File: config.mk
export PLATFORM = sky130hd
export DESIGN_NAME = pc_sequencer
export DESIGN_NICKNAME = d
export VERILOG_FILES = /design/src/rtl/pc_sequencer_pkg.sv /design/src/rtl/pc_sequencer.sv
export SDC_FILE = /design/constraint.sdc
export NUM_CORES = 1
export LEC_CHECK = 0
export BUFFER_PORTS_ARGS = -buffer_cell sky130_fd_sc_hd__buf_2
export CAP_MARGIN = 5
export CORE_MARGIN = 2
export CORE_UTILIZATION = 42
export DETAILED_ROUTE_END_ITERATION = 10
export PLACE_DENSITY = 0.83
export SETUP_SLACK_MARGIN = 0.2
export SYNTH_ARGS = -nofsm -noshare
export SYNTH_HDL_FRONTEND = slang
export SYNTH_SLANG_ARGS = --single-unit
File: constraint.sdc
create_clock -name clk -period 1.85 [get_ports clk]
set_clock_uncertainty 0.05 [all_clocks]
set_input_delay 0.0925 -clock clk [delete_from_list [all_inputs] [get_ports clk]]
set_output_delay 0.0925 -clock clk [all_outputs]
set_load 0.005 [all_outputs]
File: src/rtl/pc_sequencer_pkg.sv
`default_nettype none
// ============================================================================
//  Module      : pc_sequencer_pkg
//  Description : Shared types and helpers for the fetch PC sequencer
//                (state encoding, PC increment, redirect-target legality).
//  Revision    : 1.0 - initial release
// ============================================================================
package pc_sequencer_pkg;

    // Sequencer states; explicit 2-bit encoding
    typedef enum logic [1:0] {
        RUN   = 2'd0,
        HALT  = 2'd1,
        FAULT = 2'd2
    } pcseq_state_e;

    // Byte distance between consecutive instruction words
    localparam int PC_INC = 4;

    // A redirect target is legal when it is word aligned and addressable
    // by a PC of pc_w bits (no bits set above the PC width).
    function automatic logic target_legal(input logic [31:0] target,
                                          input int unsigned pc_w);
        return (target[1:0] == 2'b00) && ((target >> pc_w) == 32'd0);
    endfunction

endpackage
`default_nettype wire

File: src/rtl/pc_sequencer.sv
`default_nettype none
// ============================================================================
//  Module      : pc_sequencer
//  Description : Fetch PC register and sequencer. Handles sequential +4,
//                branch/jal redirects, halt, stall, bad-target fault and
//                restart; drives pipeline squash and a redirect counter.
//  Revision    : 1.0 - initial release
// ============================================================================
module pc_sequencer
    import pc_sequencer_pkg::*;
#(
    parameter int PC_W     = 9,
    parameter int RESET_PC = 0,
    parameter int CNT_W    = 16
) (
    input  logic             clk,
    input  logic             reset,
    input  logic             ex_valid,
    input  logic             ex_pc_sel,
    input  logic             ex_halt,
    input  logic [31:0]      ex_br_pc,
    input  logic             stall,
    input  logic             restart,
    output logic [PC_W-1:0]  pc_q,
    output logic             flush_if_id,
    output logic             flush_id_ex,
    output logic             halted,
    output logic             fault,
    output logic [CNT_W-1:0] redirect_cnt
);

    localparam logic [PC_W-1:0]  C_RESET_PC = PC_W'(RESET_PC);
    localparam logic [PC_W-1:0]  C_PC_INC   = PC_W'(PC_INC);
    localparam logic [CNT_W-1:0] C_CNT_MAX  = {CNT_W{1'b1}};

    pcseq_state_e     r_state;
    logic [PC_W-1:0]  r_pc;
    logic [CNT_W-1:0] r_redirect_cnt;
    logic             r_halted;
    logic             r_fault;

    logic w_take;
    logic w_halt_ev;
    logic w_bad;
    logic w_flush;

    // Resolve-stage decode; a halt is never treated as a bad redirect
    always_comb begin
        w_take    = ex_valid & ex_pc_sel;
        w_halt_ev = ex_valid & ex_halt;
        w_bad     = w_take & ~ex_halt & ~target_legal(ex_br_pc, PC_W);
    end

    // Squash both younger stages on any redirect and continuously while parked
    always_comb begin
        w_flush = 1'b0;
        if (r_state != RUN) begin
            w_flush = 1'b1;
        end else begin
            w_flush = w_halt_ev | w_take;
        end
    end

    // Sequencer FSM, PC register, status flags and saturating redirect counter
    always_ff @(posedge clk) begin
        if (reset) begin
            r_state        <= RUN;
            r_pc           <= C_RESET_PC;
            r_redirect_cnt <= '0;
            r_halted       <= 1'b0;
            r_fault        <= 1'b0;
        end else begin
            case (r_state)
                RUN: begin
                    if (w_halt_ev) begin
                        r_pc     <= ex_br_pc[PC_W-1:0];
                        r_state  <= HALT;
                        r_halted <= 1'b1;
                    end else if (w_bad) begin
                        r_state <= FAULT;
                        r_fault <= 1'b1;
                    end else if (w_take) begin
                        r_pc <= ex_br_pc[PC_W-1:0];
                        if (r_redirect_cnt != C_CNT_MAX) begin
                            r_redirect_cnt <= r_redirect_cnt + CNT_W'(1);
                        end
                    end else if (!stall) begin
                        r_pc <= r_pc + C_PC_INC;
                    end
                end
                HALT, FAULT: begin
                    if (restart) begin
                        r_pc     <= C_RESET_PC;
                        r_state  <= RUN;
                        r_halted <= 1'b0;
                        r_fault  <= 1'b0;
                    end
                end
                default: begin
                    r_state  <= RUN;
                    r_halted <= 1'b0;
                    r_fault  <= 1'b0;
                end
            endcase
        end
    end

    assign pc_q         = r_pc;
    assign flush_if_id  = w_flush;
    assign flush_id_ex  = w_flush;
    assign halted       = r_halted;
    assign fault        = r_fault;
    assign redirect_cnt = r_redirect_cnt;

endmodule
`default_nettype wire

Word-level counts from Yosys, hierarchy flattened --
Cells that the tools add are included.
Cells by class: add/sub/neg operators 2, muxes and demuxes 17, reduce and logical (&&, ||, !) cells 12, bitwise gates (word level) 9, equality and inequality tests 10
Operator list (number):
- two-way mux 9 bit | 5
- logical NOT 32 bit | 1
- one-hot mux 9 bit (2 select lines) | 1
- adder 16 x 1 -> 16 bit, second input constant | 1
- != test 16 bit, second input constant | 1
- adder 9 x 3 -> 9 bit, second input constant | 1
- != test 2 bit, second input constant | 4
- two-way mux 2 bit | 3
- != test 3 bit, second input constant | 2
- two-way mux 1 bit | 5
- AND reduction 5 bit | 1
- AND 1 bit | 4
- logical NOT 2 bit | 2
- != test 4 bit, second input constant | 1
- inverter 1 bit | 4
- one-hot mux 1 bit (2 select lines) | 2
- one-hot mux 2 bit (2 select lines) | 1
- AND reduction 2 bit | 2
- AND reduction 4 bit | 1
- nonzero test 2 bit | 2
- AND reduction 3 bit | 1
- == test 2 x 1 -> 1 bit, second input constant | 1
- == test 2 bit, second input constant | 1
- OR reduction 2 bit | 1
- other kinds (2) | 2
Word-level totals: input bits 39, output and inout port bits 29, flip-flop bits (word level) 29, logic and storage cells 55

Logic depth before layout (Yosys ltp) --
depth in word-level cells 7, depth in mapped cells 8, gate-level depth less buffers 7

Least setup slack after synthesis --
No wires, ideal clock.
path kind register to register, from reg r_state[0], to reg r_pc[4] (netlist: pc_q[4]), arrival 1.865 ns, clock period less this slack 2.033 ns, setup time 0.117 ns, path buffers 1, stages on the path, launching flop included 8, required time 1.683 ns, slack -0.183 ns, cells stage by stage dfxtp_1 inv_1 ha_1 clkbuf_1 nor2_1 a311oi_1 o311ai_1 a32o_1
On the way: word-level cells in the longest chain between the ends 4, elaborated cells on any way between the ends 10, classes of those cells eq/ne: 5; mux: 1; reduce/logical: 4
RTL lines:
- from (decl) | line pc_sequencer.sv:36 | pcseq_state_e r_state;
- from (signal assigned) | line pc_sequencer.sv:67 | r_state <= RUN;
- from (signal assigned) | line pc_sequencer.sv:77 | r_state <= HALT;
- from (signal assigned) | line pc_sequencer.sv:80 | r_state <= FAULT;
- == test 2 x 1 -> 1 bit or == test 2 bit (tied branches) | line pc_sequencer.sv:73 | case (r_state)
- OR reduction 2 bit | line pc_sequencer.sv:73
- != test 2 bit (no line) or nonzero test 2 bit (tied branches)
- AND reduction 4 bit (no line)
- to (signal assigned) | line pc_sequencer.sv:76 | r_pc <= ex_br_pc[PC_W-1:0];
- to (signal assigned) | line pc_sequencer.sv:83 | r_pc <= ex_br_pc[PC_W-1:0];
- to (signal assigned) | line pc_sequencer.sv:88 | r_pc <= r_pc + C_PC_INC;
- to (decl) | line pc_sequencer.sv:37 | logic [PC_W-1:0] r_pc;
Parallel ways exist; a longest one is shown, timed or not. A chain may end at the register's enable or synchronous reset.

Final worst setup path --
from reg r_redirect_cnt[2] (netlist: redirect_cnt[2]), to reg r_redirect_cnt[15] (netlist: redirect_cnt[15])
On the way: word-level cells in the longest chain between the ends 2, elaborated cells on any way between the ends 3, classes of those cells add/sub: 1; eq/ne: 1; reduce/logical: 1
RTL lines:
- from (decl) | line pc_sequencer.sv:38 | logic [CNT_W-1:0] r_redirect_cnt;
- from (signal assigned) | line pc_sequencer.sv:85 | r_redirect_cnt <= r_redirect_cnt + CNT_W'(1);
- branches (longest 2 deep; another with adder 16 x 1 -> 16 bit)
Parallel ways; which one is timed is not known.

==> qor.csv <==
metric,value,unit
status,"complete, no violations",
PortBufs,67,
core footprint,0.00409,sq mm
startpoint types,flop,
DR vias,2374,
"Slowest-stage cell, CP",or4_4,
worst hold path class,in2reg,
most frequent cells in the layout,"buf_2, buf_4, dfxtp_1",
final instance area,0.00286,sq mm
ys flop type,dfxtp_1,
Initial Utilization,0.443,
total grt overflow,0,
synthesis-stage register bit count,29,
"Slew Viols, Final",0,
Post-DP Area,0.00245,sq mm
Setup CP Type,reg2reg,
io pins,68,
row count,23,
Post-synth EDFFs,0,
Vias/cell,6.23,
Post-DRT Antenna Nets,0,
Synth async-reset ratio,0,
Worst Setup End Kind,flop,
first-pass GRT wire length,9490,um
routed len/inst,16.9,um
largest net degree at the start of global routing,31,
Achievable Freq,542,MHz
DRC viols,0,
Post-Synthesis Net Count,270,
Pwr Density,557,mW/mm^2
final hold viol count,0,
Inserted Diodes,0,
routability cong.,0.873,
vias in the first global route,2160,
DR pass1 iterations,5,
width of the die,69.7,um
area of the mapped netlist,0.00181,sq mm
CTS Buffer Depth,2,
TNS Setup,0,ns
CTS buffer count,5,
share of layout cells above drive strength 1,0.547,
Fillers,288,
sequential fraction of the synthesis area,0.321,
GRT Util Overall,0.235,
Cell Count Post-Placement,358,
H-Tree Depth,2,
maximum VDD drop,0.380,mV
Netlist cell types,51,
Clock Pin Slew Worst Setup and Hold Paths,0.06,ns
Layout area overhead,57.9,%
CTS hold repair buffers,0,
Die Ht,69.7,um
"commonest non-fill, non-tap cell in the layout",buf_2,
Final min period,1.84,ns
root buffer cell,clkbuf_8,
routed wire length,6440,um
max incr delay on CP,0.44,ns
CP max FO,7,
die area,0.00485,sq mm
1st-iter DRT viols,284,
count of non-filler cells in the finished layout,381,
Final nets,373,
syn_area_per_cell,7.98,sq um
Tightest Pin Transition,0.491,ns
CTS sink cnt,29,
initial antenna violation count,0,
CP cell instances,"nand4_1, buf_4, nor4_4, o21ai_4, or4_4, a21oi_1",
final-report setup violation count,0,
Slew headroom,0.670,
Final period util,0.997,
Critical Path RT,2.02,ns
Worst Path Arrival,2.01,ns
DP HPWL,4040,um
Max-Cap Viols,0,
Synth Warn #,0,
Cells after Synth,227,
P_leak,1.18,nW
RSZ-0062 raised after global routing,yes,
CTS tree,built,
Skew-Pair Late Insertion Delay,0.28,ns
## flip-flops by register name, indices dropped and copies added, names as in the netlist
name          cells
pc_q              9
fault             1
r_state           2
halted            1
redirect_cnt     16
## critical path: cells and delay by family, from the launching register on
family	cells	cell delay, ns
simple gates	3	0.91
buf+inv	1	0.19
flops	1	0.33
compound gates	2	0.30
## cells in the mapped netlist, types with 4 or more instances
cell type	instances	area, sq um
ha_1	4	50.1
a21oi_1	26	130
nand2_1	19	71.3
or4_1	13	97.6
nor4_1	7	43.8
inv_1	6	22.5
dfxtp_1	29	581
nor2_1	18	67.6
o21ai_1	5	25.0
o31ai_1	14	105
o21ai_0	4	20.0
nand3_1	15	75.1
clkbuf_1	9	33.8
nand4_1	4	25.0
## logic make-up after synthesis
group	share of synthesized area
AND/OR/NAND/NOR	0.309
AO/OA/AOI/OAI	0.269
flip-flops	0.321
buffers and inverters	0.0580
adder cells (fa/ha/maj)	0.0276
XOR/XNOR	0.00968
multiplexers	0.00622
## metal layers
| layer | track usage | wire (um) |
|---|---|---|
| met1 | 0.299 | 2550 |
| met2 | 0.397 | 3230 |
| met3 | 0.0392 | 478 |
| met4 | 0.0919 | 183 |
| met5 | 0 | 0 |
## where the power goes
part           switching [mW]  internal [mW]  total [mW]  leakage [nW]
clock                   0.237          0.267       0.504        0.0395
sequential             0.0322          0.648       0.680         0.239
combinational           0.214          0.196       0.410         0.903
total                   0.483           1.11        1.59          1.18
## stage by stage
| stage | power [mW] | setup slack [ns] | utilization | hold slack [ns] |
|---|---|---|---|---|
| 5_1_grt | 1.65 | -0.0516 | 0.700 | 0.0145 |
| 6_report | 1.59 | 0.00528 | 0.700 | 0.00990 |
| 3_3_place_gp | 1.02 | 0.0228 | 0.600 | 0.288 |
| 3_5_place_dp | 1.03 | -0.0177 | 0.600 | 0.299 |
| 2_1_floorplan | 0.896 | 0.119 | - | 0.159 |
| 4_1_cts | 1.56 | 0.0423 | 0.662 | 0.00509 |
## layout make-up
type	count	area, sq um	share of cell area
Multi-Input combinational cell	177	1390	0.488
Timing Repair Buffer	110	697	0.244
Sequential cell	29	594	0.208
Clock buffer	8	80.1	0.0280
Tap cell	50	62.6	0.0219
Inverter	7	31.3	0.0109
## path summary, 6_finish.rpt
path | to | startpoint | slack (ns) | cells past startpoint
max | redirect_cnt[15] | redirect_cnt[2] | 0.005 | 6
min reg2reg | fault | fault | 0.41 | 2
max reg2reg | redirect_cnt[15] | redirect_cnt[2] | 0.005 | 6
min | pc_q[0] | ex_br_pc[0] | 0.01 | 2
## repair_timing
action                                 in CTS  in global routing
setup endpoints to repair                  28                 27
gates resized for setup                    18                 36
setup buffers                              13                  2
endpoints found under the hold margin       0                  0
pin swaps                                  18                 15
Note: power is estimated with default switching activity, not from simulation.
